`src/rtl/up_down_counter.sv`:
```
// Up/down modulo counter with run-time limit, synchronous load and wrap/saturate/one-shot terminals.
// Latency 1 cycle for count/ovf/unf; no backpressure, one step is taken on every enabled edge.
module up_down_counter #(
   parameter int WIDTH             = 16,
   parameter bit RESET_LIMIT_CHECK = 1'b0
) (
   input  logic             clk,
   input  logic             rst,
   input  logic             en,
   input  logic             dir,
   input  logic             load,
   input  logic [WIDTH-1:0] load_value,
   input  logic [WIDTH-1:0] limit,
   input  logic [1:0]       mode,
   input  logic             clr,
   output logic [WIDTH-1:0] count,
   output logic             ovf,
   output logic             unf,
   output logic             at_limit,
   output logic             at_zero,
   output logic             done
);

   typedef enum logic [1:0] {
      MODE_WRAP    = 2'd0,
      MODE_SAT     = 2'd1,
      MODE_ONESHOT = 2'd2,
      MODE_RSVD    = 2'd3
   } mode_t;

   mode_t            mode_e;
   logic [WIDTH-1:0] load_eff;
   logic [WIDTH-1:0] count_nxt;
   logic             ovf_nxt;
   logic             unf_nxt;
   logic             done_set;
   logic             step_ok;

   assign mode_e   = mode_t'(mode);
   assign at_limit = (count == limit);
   assign at_zero  = (count == '0);

   // An out-of-range load is either clamped here or left for the next step to pull back.
   assign load_eff = (RESET_LIMIT_CHECK && (load_value > limit)) ? limit : load_value;

   // A finished one-shot ignores steps until clr or load re-arms it.
   assign step_ok  = en && !((mode_e == MODE_ONESHOT) && done);

   always_comb begin
      count_nxt = count;
      ovf_nxt   = 1'b0;
      unf_nxt   = 1'b0;
      done_set  = 1'b0;
      if (load) begin
         count_nxt = load_eff;
      end else if (step_ok) begin
         if (count > limit) begin
            count_nxt = limit;
         end else if (dir) begin
            if (count == limit) begin
               ovf_nxt = 1'b1;
               case (mode_e)
                  MODE_SAT:     count_nxt = count;
                  MODE_ONESHOT: done_set  = 1'b1;
                  default:      count_nxt = '0;
               endcase
            end else begin
               count_nxt = count + WIDTH'(1);
            end
         end else begin
            if (count == '0) begin
               unf_nxt = 1'b1;
               case (mode_e)
                  MODE_SAT:     count_nxt = count;
                  MODE_ONESHOT: done_set  = 1'b1;
                  default:      count_nxt = limit;
               endcase
            end else begin
               count_nxt = count - WIDTH'(1);
            end
         end
      end
   end

   always_ff @(posedge clk or posedge rst) begin
      if (rst) begin
         count <= '0;
         ovf   <= 1'b0;
         unf   <= 1'b0;
         done  <= 1'b0;
      end else begin
         count <= count_nxt;
         ovf   <= ovf_nxt;
         unf   <= unf_nxt;
         // A terminal event in the same cycle as clr leaves done set.
         if (done_set)
            done <= 1'b1;
         else if (load || clr)
            done <= 1'b0;
      end
   end

endmodule

```
`config.mk`:
```
export PLATFORM = sky130hd
export DESIGN_NAME = up_down_counter
export DESIGN_NICKNAME = d
export VERILOG_FILES = /design/src/rtl/up_down_counter.sv
export SDC_FILE = /design/constraint.sdc
export NUM_CORES = 1
export LEC_CHECK = 0
export ABC_AREA = 1
export CORE_MARGIN = 5
export CORE_UTILIZATION = 55
export DETAILED_ROUTE_END_ITERATION = 8
export DONT_BUFFER_PORTS = 1
export GPL_TIMING_DRIVEN = 0
export PLACE_DENSITY = 0.67
export SYNTH_ARGS = -nofsm -noshare
export SYNTH_HDL_FRONTEND = slang
export SYNTH_SLANG_ARGS = --single-unit
```
`constraint.sdc`:
```
create_clock -name clk -period 2.4 [get_ports clk]
set_input_delay 0.24 -clock clk [delete_from_list [all_inputs] [get_ports clk]]
set_output_delay 0.24 -clock clk [all_outputs]
set_load 0.03 [all_outputs]
```
==> reports/metrics.yaml <==
status: "finished clean"
nets: 535
wl_met2_mm: 4.05
finalSetupViolations: 0
dpl_cell_area_um2: 2800
critPathLaunchType: "flip-flop"
switching_share_pct: 52.1
yosys.area_share.adder_pct: 9.21
wl_mm: 9.08
fill_cells: 481
ant_nets: 0
final_cell_mix: "nand2_1 (153), nand3_1 (52), inv_1 (47), nor2_1 (47), ha_1 (15)"
endpoint_kind: "flip-flop"
cts_tree: "built"
cts_max_path_buffers: 2
muxShareOfSynthArea_pct: 0
initial_core_util_pct: 57.1
place.gp.congestion: 0.941
reg2reg_from: "count[0]$_DFFE_PP0P_"
period_share_pct: 95.7
critPathKind: "reg2reg"
post-place-ws_ns: -0.315
synth_xor_area_share_pct: 4.19
num_rows: 25
clock_latency_ns: 0.27
grt_max_degree: 20
synth_compound_area_share_pct: 5.80
fin_ws_ns: 0.104
switchingPower_w: 0.000958
synthCells: 458
p_clk_share_pct: 13.7
top_layer_used: "met4"
rsz0062_at_grt: "yes"
grt_first_pass_wirelength_mm: 14.1
vdd_drop_max_mv: 0.342
synth_top_family_by_area: "simple AND/OR/NAND/NOR gates"
io_buffers: 0
grt.total_usage_pct: 28.5
grt_pass1_vias: 2827
crit_arrival_ns: 2.46
slew_violations: 0
dr.pass1.iters: 5
combPwrFrac_pct: 54.2
drc: 0
syn_nets: 518
fin_crit_ns: 2.30
die_w_um: 80.3
numCtsBuffers: 3
tightest_slew_ns: 0.854
setup.worst_path.start: "count[0]$_DFFE_PP0P_"
clock.fmax_ghz: 0.435
fp.dieH_um: 80.3
ff2ff_path_depth: 13
fin_skew_ns: 0.00510
power.density_nw_per_um2: 591
utilization_pct: 65.4
h-tree-depth: 1
power.total_w: 0.00184
cts_sinks: 19
grt_overflow: 0
vias: 3097
p_int_w: 0.000880
drive_above_1_share_pct: 19.4
ys_types: 34
reg2reg_slack_ns: 0.10
hold_viol_final: 0
synth_area_per_cell_um2: 5.93
yosys-top-cells-area: "nand2_1 (22%), dfrtp_1 (18%), nand3_1 (9.8%)"
die_area_um2: 6440
final_common_cell: "nand2_1"
instances_no_fill: 541
path_clk_slew_ns: 0.09
yosys.area_share.simple_pct: 51.3
critPathMaxFanout: 9
area_growth_pct: 14.4
synth-seq-cells: 19
drt_iter0_drc: 425
hpwlAfterDp_mm: 6.80
wl_met1_mm: 3.84
core_um2: 4750
syn_area_um2: 2720
p_leak_nw: 1.60
antenna_found_initial: 0
worstPathRequired_ns: 2.57
slew_headroom_pct: 43.0
r2r_end: "count[8]$_DFFE_PP0P_"
wl_per_cell_um: 16.8
maxCapViolCount: 0
num_antenna_cells: 0
dp_cells: 525
io_pins: 61
vias_per_cell: 5.72
stdcell_area_um2: 3110
cts_root_buffer: "clkbuf_8"
seq_area_frac_synth_pct: 17.5
hp-class: "in2async"
wl_met3_um: 937
yosys_warnings: 0
crit_end: "count[8]$_DFFE_PP0P_"
yosysTopAreaCellShare_pct: 21.8
seq_power_share_pct: 32.2
yosysTopAreaCell: "nand2_1"
-- power groups by stage --
stage                     Clock (W)  Combinational [W]  Sequential [W]
final                      0.000251           0.000995        0.000591
after CTS                  0.000254           0.000895        0.000587
after detailed placement          0           0.000873        0.000584
after global routing       0.000265            0.00112        0.000604
after global placement            0           0.000865        0.000583
after floorplan                   0           0.000694        0.000545
-- critical path, cell delays in order, from the launching register on --
cell and delay (ns):
dfrtp_2 0.53, clkinvlp_4 0.19, ha_4 0.28, nand4_1 0.11, nor2_1 0.14, nand2_2 0.16, nand2_4 0.16, inv_4 0.08
nand2_1 0.06, nand2_1 0.10, a21oi_2 0.19, nand2_1 0.08, nand3_2 0.06, nand2_1 0.04
-- worst min path at each step --
stage | from | end | slack (ns) | cells after the start
after floorplan | rst | count[0]$_DFFE_PP0P_ | 0.19 | 1
after global placement | rst | count[8]$_DFFE_PP0P_ | 0.34 | 1
after detailed placement | rst | count[8]$_DFFE_PP0P_ | 0.34 | 1
after CTS | rst | count[6]$_DFFE_PP0P_ | 0.05 | 1
after global routing | rst | count[8]$_DFFE_PP0P_ | 0.08 | 1
final | rst | count[6]$_DFFE_PP0P_ | 0.03 | 1
-- synthesized netlist by cell type --
library cell	instances
nand2_1	158
nand3_1	53
inv_1	50
nor2_1	48
ha_1	20
dfrtp_1	19
a21oi_1	11
nand4_1	11
xor2_1	9
o21ai_0	7
buf_2	6
nand3_2	6
nor2_4	6
o21ai_1	6
or2_2	6
buf_6	5
inv_2	4
nand2_2	4
nor3_1	4
xnor2_1	4
buf_4	3
clkbuf_1	3
nor2_2	3
nand2_4	2
a21boi_0	1
a21o_1	1
and3_1	1
buf_1	1
nand3b_1	1
nor3b_1	1
nor4_2	1
o211ai_1	1
o22ai_1	1
o2bb2ai_1	1
-- stage by stage --
| stage | hold slack [ns] | setup TNS [ns] |
|---|---|---|
| 6_report | 0.0252 | 0 |
| 4_1_cts | 0.0462 | 0 |
| 2_1_floorplan | 0.191 | 0 |
| 3_5_place_dp | 0.344 | -4.33 |
| 5_1_grt | 0.0766 | -0.0819 |
| 3_3_place_gp | 0.337 | -4.70 |
-- state kept, by name, summed over array words and instances (netlist names) --
register	count
ovf	1
count	16
done	1
unf	1
-- area by class of cell --
type / instances / area [um2] / share of cell area (%)
Buffer: 18 / 154 / 4.95
Clock buffer: 4 / 45.0 / 1.45
Inverter: 54 / 219 / 7.05
Multi-Input combinational cell: 367 / 2030 / 65.2
Sequential cell: 19 / 493 / 15.9
Tap cell: 67 / 83.8 / 2.70
Timing Repair Buffer: 12 / 87.6 / 2.82
-- metal layers --
| metal | vias up | track usage [%] |
|---|---|---|
| met5 | - | 0 |
| met4 | 0 | 8.28 |
| met3 | 25 | 7.40 |
| met2 | 166 | 44.0 |
| met1 | 1415 | 39.0 |
| li1 | 1491 | - |
-- kinds of logic (layout without fill, tap and decap cells) --
logic type,count (synthesis),after routing
AOI/OAI and AO/OA,29,29
xor gates and xnor gates,13,13
DFF,19,19
buffers and inverters,72,88
adders and majority gates,20,20
and+or+nand+nor,305,305
-- what timing repair did --
action                                 CTS  global route
pin swaps                                0            11
setup endpoints to repair               19            18
gates cloned                             0             1
setup buffers                            1            10
resized for setup                       18            37
endpoints found under the hold margin    0             0
hold buffers                             0             0
(Power assumes the default switching activity.)
